### src/rtl/sipo_frame_receiver.sv
// Serial-in/parallel-out frame receiver.
// Frame format: start bit (0), WIDTH data bits, optional even-parity bit, stop bit (1).
// Bits are sampled only on cycles with sin_valid=1. A received word is presented on a
// valid/ready port and held in a single holding register.
// Optional feature: define SIPO_PARITY_EN to add a parity bit between the data bits and the
// stop bit, plus a parity_err output port.
module sipo_frame_receiver #(
  parameter int unsigned WIDTH = 4
) (
  input  logic             clk,
  input  logic             rst,
  input  logic             sin,
  input  logic             sin_valid,
  input  logic             msb_first,
  output logic [WIDTH-1:0] data_out,
  output logic             data_valid,
  input  logic             data_ready,
  output logic             busy,
  output logic             frame_err,
  output logic             overrun
`ifdef SIPO_PARITY_EN
  ,
  output logic             parity_err
`endif
);

  localparam int unsigned CntW = $clog2(WIDTH);
  localparam logic [CntW-1:0] LastBit = CntW'(WIDTH - 1);

  typedef enum logic [1:0] {
    StIdle,
    StData,
    StParity,
    StStop
  } state_e;

  state_e          state;
  logic [CntW-1:0] cnt;
  logic [WIDTH-1:0] shreg;
  logic            dir_msb;   // direction latched at the start bit, held for the whole frame

  logic [WIDTH-1:0] shreg_next;
  logic             hold_free;
  logic             word_good;

`ifdef SIPO_PARITY_EN
  logic par_acc;   // running XOR of the data bits
  logic par_bad;   // parity check result, captured when the parity bit is sampled
`endif

  // Next shift-register value for the current sin, in the latched direction.
  always_comb begin
    shreg_next = shreg;
    if (dir_msb) begin
      shreg_next = {shreg[WIDTH-2:0], sin};
    end else begin
      shreg_next = {sin, shreg[WIDTH-1:1]};
    end
  end

  // Holding register can take a word this cycle; a word is committable on a good stop bit.
  always_comb begin
    hold_free = !data_valid || data_ready;
`ifdef SIPO_PARITY_EN
    word_good = sin && !par_bad;
`else
    word_good = sin;
`endif
  end

  // Frame FSM with registered outputs; the output handshake runs every cycle.
  always_ff @(posedge clk) begin
    if (rst) begin
      state      <= StIdle;
      cnt        <= '0;
      shreg      <= '0;
      dir_msb    <= 1'b0;
      data_out   <= '0;
      data_valid <= 1'b0;
      busy       <= 1'b0;
      frame_err  <= 1'b0;
      overrun    <= 1'b0;
`ifdef SIPO_PARITY_EN
      par_acc    <= 1'b0;
      par_bad    <= 1'b0;
      parity_err <= 1'b0;
`endif
    end else begin
      frame_err <= 1'b0;
`ifdef SIPO_PARITY_EN
      parity_err <= 1'b0;
`endif
      // Consumer takes the word; a commit below in the same cycle overrides this.
      if (data_valid && data_ready) begin
        data_valid <= 1'b0;
      end

      if (sin_valid) begin
        case (state)
          StIdle: begin
            if (!sin) begin
              state   <= StData;
              busy    <= 1'b1;
              cnt     <= '0;
              dir_msb <= msb_first;
`ifdef SIPO_PARITY_EN
              par_acc <= 1'b0;
`endif
            end
          end

          StData: begin
            shreg <= shreg_next;
            cnt   <= cnt + 1'b1;
`ifdef SIPO_PARITY_EN
            par_acc <= par_acc ^ sin;
`endif
            if (cnt == LastBit) begin
`ifdef SIPO_PARITY_EN
              state <= StParity;
`else
              state <= StStop;
`endif
            end
          end

`ifdef SIPO_PARITY_EN
          StParity: begin
            // Even parity: data bits XOR parity bit must be 0.
            par_bad <= par_acc ^ sin;
            state   <= StStop;
          end
`endif

          StStop: begin
            state <= StIdle;
            busy  <= 1'b0;
            if (!sin) begin
              frame_err <= 1'b1;
            end
`ifdef SIPO_PARITY_EN
            if (par_bad) begin
              parity_err <= 1'b1;
            end
`endif
            if (word_good) begin
              if (hold_free) begin
                data_out   <= shreg;
                data_valid <= 1'b1;
              end else begin
                overrun <= 1'b1;
              end
            end
          end

          default: begin
            state <= StIdle;
            busy  <= 1'b0;
          end
        endcase
      end
    end
  end

endmodule

### config.mk
export PLATFORM = sky130hd
export DESIGN_NAME = sipo_frame_receiver
export DESIGN_NICKNAME = d
export VERILOG_FILES = /design/src/rtl/sipo_frame_receiver.sv
export SDC_FILE = /design/constraint.sdc
export NUM_CORES = 1
export LEC_CHECK = 0
export ABC_AREA = 1
export BUFFER_PORTS_ARGS = -buffer_cell sky130_fd_sc_hd__buf_2
export CORE_MARGIN = 5
export CORE_UTILIZATION = 52
export CTS_CLUSTER_DIAMETER = 40
export CTS_CLUSTER_SIZE = 14
export DETAILED_ROUTE_END_ITERATION = 8
export HOLD_SLACK_MARGIN = 0.15
export PLACE_DENSITY_LB_ADDON = 0.3
export SYNTH_ARGS = -nofsm -noshare
export SYNTH_HDL_FRONTEND = slang
export SYNTH_SLANG_ARGS = --single-unit
### constraint.sdc
create_clock -name clk -period 1 [get_ports clk]
set_input_delay 0.2 -clock clk [delete_from_list [all_inputs] [get_ports clk]]
set_output_delay 0.2 -clock clk [all_outputs]
set_load 0.01 [all_outputs]
== Word level (Yosys, flattened, before mapping) ==
Index checks and enable logic that the tools add are counted.
Cells by class
  $add $sub $neg: 1
  equal/unequal tests: 5
  multiplexer cells: 14
  bitwise logic cells: 5
  reductions and logical operators: 13
Operator list (count)
  $reduce_and 3->1: 4
  $pmux 2 s2: 2
  $reduce_and 4->1: 2
  $mux 1: 7
  $mux 2: 3
  $not 1->1: 5
  $eq 2x2->1 const B: 2
  $mux 4: 1
  $ne 2x2->1 const B: 2
  $reduce_or 3->1: 1
  $add 2x1->2 const B: 1
  $eq 2x1->1 const B: 1
  $logic_not 2->1: 1
  $pmux 1 s2: 1
  $reduce_and 2->1: 1
  $reduce_bool 2->1: 1
  $logic_and 1x1->1: 1
  $logic_not 1->1: 1
  $logic_or 1x1->1: 1
Storage, ports and cells
  register bits: 17
  output and inout port bits: 8
  word-level logic and storage cells: 47

== Logic depth before layout (Yosys ltp) ==
  depth after elaboration: 6
  gate-level depth with buffers: 7
  mapped depth without buffers: 6

== Worst setup path after synthesis ==
No wires, ideal clock.
  path kind: register -> register
  start point: register state[0]
  end point: register data_out[0]
  setup time: 0.113 ns
  arrival time: 0.761 ns
  data required time: 0.887 ns
  setup slack: 0.126 ns
  stages on the path, launching flop included: 6
  path buffers: 0
  period minus slack after synthesis: 0.874 ns
  cell sequence: dfxtp_1 > nand2_1 > inv_2 > nand3_4 > nor2_1 > nor2_1
Between the ends
  cells in the longest elaborated chain, start to end: 2
RTL lines
  start: declaration: line 37  | state_e state;
  start signal: assignment: line 74  | state <= StIdle;
  start signal: assignment: line 102  | state <= StData;
  start signal: assignment: line 122  | state <= StStop;
  $eq 2x2->1: line 99  | case (state)
  $reduce_and 4->1 (no source line)
  end signal: assignment: line 148  | data_out <= shreg;
  end: declaration: line 15  | output logic [WIDTH-1:0] data_out,
No other way between the ends.
A chain may end at the register's enable or synchronous reset.

== Worst setup path after layout ==
  start point: register cnt[0]
  end point: register state[0]
Between the ends
  cells in the longest elaborated chain, start to end: 3
RTL lines
  start: declaration: line 38  | logic [CntW-1:0] cnt;
  start signal: assignment: line 114  | cnt <= cnt + 1'b1;
  $eq 2x2->1: line 118  | if (cnt == LastBit) begin
  $ne 2x2->1 (no source line)
  $reduce_and 3->1 (no source line)
  end signal: assignment: line 122
  end signal: assignment: line 136  | state <= StIdle;
  end signal: assignment: line 157  | state <= StIdle;
No other way between the ends.

==> run summary <==
Finish
- 129 — count of filler cells inserted in the layout
- 17.05% — P&R area growth vs syn
- sky130_fd_sc_hd__nand2_1 — most frequent standard cell in the layout excluding fill and tap cells
- 30 x sky130_fd_sc_hd__nand2_1, 14 x sky130_fd_sc_hd__nor2_1, 13 x sky130_fd_sc_hd__inv_1 — commonest cells after routing, fill and taps aside
- 141 — Cell Count, Final, Fillers Out
- 0 — number of diodes added for antenna fixing
- 352.8 um^2 — Sequential cell area
- 134 — layout net count
- 349.1 um^2 — Multi-input gate area
- 893.4 um^2 — area of all placed cells without fillers
- 24.60% — fraction of final layout cells with drive strength greater than 1

Timing
- 0 — number of max-slew violations in the final report
- 0.0006261 ns — Clock Skew
- 0 ns — final setup TNS
- 1028 MHz — Max Clock Freq
- 84.50% — slew margin rel.
- 0 — count of final hold-check violations
- yes — RSZ-0062 raised after global routing
- 0.2322 ns — Slew @ Worst Pin
- 0 — Final setup viols
- 0.9732 ns — clock period minus final worst setup slack
- 97.32% — period utilisation layout

Critical path
- cnt[0] — launch instance of the worst register-to-register path
- 1.18 ns — Required @ worst endpoint
- flip-flop — startpoint type of the worst setup path
- cnt[0] — critical path launch point
- 0 — CP Buf/Inv Count
- state[0] — r2r endpoint
- 1.16 ns — WP data arrival
- flip-flop — crit path capture type
- 3 — peak fanout along the critical path
- ha_1 -> nand3b_1 -> nand3_1 -> a21oi_1 — cells along the critical path
- 0.03 ns — reg2reg setup slack
- flip-flops — kind of cell adding the most delay to the critical path
- reg -> reg — critical path class
- 4 — worst reg2reg path depth
- 0.33 ns — delay of the slowest cell on the worst path
- sky130_fd_sc_hd__dfxtp_1 — critical path's slowest cell

Floorplanning
- 48.31 um — Die Y
- 48.31 um — Horiz. Die Dim
- 0.001350 mm^2 — placeable core region
- 56.53% — effective utilization at floorplan
- 13 — count of standard-cell rows
- 14 — Top Ports
- 0.002334 mm^2 — die area

Global route
- 11 — pin count of the biggest net entering global routing
- 677 — via count of the first global-routing pass
- 2877 um — first-pass GRT wire length
- 0 — antenna violations before repair
- 14.70% — combined global-route utilization of all metal layers
- 0 — global-route congestion overflow total

CTS
- 0 — CTS hold repair buffers
- 0 — Post-CTS Setup Inserts
- 3 — number of buffers created by CTS
- 2 — maximum buffer depth of the clock tree
- sky130_fd_sc_hd__clkbuf_4 — Root Buffer Master
- 0.09 ns — clock-pin transition on the worst setup and hold timing paths
- done — TritonCTS clock tree
- 0.28 ns — clock latency reported for the late side of the worst-skew pair
- 1 — H-tree depth
- 17 — clock tree sinks

Placement
- 1136 um — post-DP HPWL
- 137 — Inst Count DP
- 842.1 um^2 — Post-Place Cell Area
- 0.8582 — global placement routability congestion
- 13 — count of buffers from port buffering

Run
- 0 — number of max-cap violations

Synth
- 111 — cell count after synthesis
- 763.2 um^2 — combined area of all synthesized cells
- 6.876 um^2 — synthesized area divided by synthesized cell count
- sky130_fd_sc_hd__dfxtp_1 — post-synthesis cell type with the largest combined area
- 118 — Post-Synthesis Net Count
- 17 — number of library cell types mapped by synthesis
- 17 — Seq cells post-synth
- sky130_fd_sc_hd__dfxtp_1 45%, sky130_fd_sc_hd__nand2_1 15%, sky130_fd_sc_hd__inv_1 6.9% — synth top area cells
- 0 — Yosys warnings
- 44.59% — area fraction of the dominant cell type after synthesis
- 44.59% — sequential share of the synthesized area

Routing
- 0 — post-detailed-route DRC marker count
- 1602 um — routed wire length
- 5.078 — per-cell via count in the routed design
- 716 — routed via count
- 4 — Detailed Routing Iterations Pass 1
- 0 — Antenna Violating Nets Remaining
- 11.36 um — WL/cell
- 12 — count of routing violations after the opening detailed-route iteration

Hold path
- dir_msb — endpoint of the worst hold-timing path
- 3 — worst hold path depth
- in -> reg — type of the most critical hold path
- msb_first — hold path start

Power and ir drop
- 0.0004158 uW — Pleak
- 1306 mW/mm^2 — PD cells
- 0.9184 mV — IR drop worst, VDD
- 1166 uW — total power of the final layout

Run status
- finished, final reports clean — outcome

[flip-flops by register name, summed over array words and instances (netlist names)]
name	count
data_out	4
dir_msb	1
busy	1
state	2
overrun	1
data_valid	1
frame_err	1
cnt	2
shreg	4
[power breakdown]
group          total (uW)  internal [uW]  switching, uW
Sequential            705            689           16.6
Combinational         100           36.3           63.9
Clock                 361            155            206
Total                1170            880            286
[stage by stage]
stage | hold WS (ns) | worst slack (ns) | utilization [%]
2_1_floorplan | 0.3678 | 0.1264 | -
3_3_place_gp | 0.4505 | 0.01583 | 62.37
3_5_place_dp | 0.4556 | -0.01567 | 62.37
4_1_cts | 0.1847 | 0.01233 | 64.41
5_1_grt | 0.1662 | -0.06122 | 66.17
6_report | 0.1825 | 0.02680 | 66.17
[cell families after synthesis]
kind of cell	count (synthesis)	share of synthesized area, %
AO/OA/AOI/OAI	15	9.836
AND/OR/NAND/NOR	58	33.44
adder cells (fa/ha/maj)	1	1.639
flip-flops	17	44.59
buffers and inverters	20	10.49
[routing by layer]
metal / GRT usage, % / wire length, um / vias to the layer above
li1: - / - / 376
met1: 17.25 / 692 / 310
met2: 23.70 / 751 / 24
met3: 4.587 / 109 / 6
met4: 7.373 / 48 / 0
met5: 0 / 0 / -
[repair_timing]
action | CTS | global route
gates resized for setup | 1 | 11
pin swaps | 0 | 3
setup endpoints to repair | 4 | 16
[synth_stat cells, drive strengths merged]
cell,n
nor3,1
clkbuf,2
nand3,10
inv,16
nand4,1
nor2,14
nand3b,1
nand2,31
a21oi,10
dfxtp,17
buf,2
o21ai,5
ha,1
[final cells by class]
| cell class | instances | share of cell area, % |
|---|---|---|
| tap | 15 | 2.101 |
| sequential | 17 | 39.50 |
| clock buffer | 4 | 2.941 |
| timing repair buffer | 15 | 9.664 |
| inverter | 16 | 6.723 |
| multi-input combinational | 74 | 39.08 |
[worst max-delay path by stage]
stage / to / slack [ns] / cells after the start
2_1_floorplan: data_out[0] / 0.13 / 5
3_3_place_gp: data_out[1] / 0.02 / 5
3_5_place_dp: data_out[1] / -0.02 / 6
4_1_cts: data_valid / 0.01 / 1
5_1_grt: state[0] / -0.06 / 4
6_report: state[0] / 0.03 / 4
[tightest hold or removal path, cell delays in order]
cell                      delay [ns]
sky130_fd_sc_hd__buf_2          0.10
sky130_fd_sc_hd__nand4_1        0.07
sky130_fd_sc_hd__a21oi_1        0.06
Power figures use the tool's default switching activity.
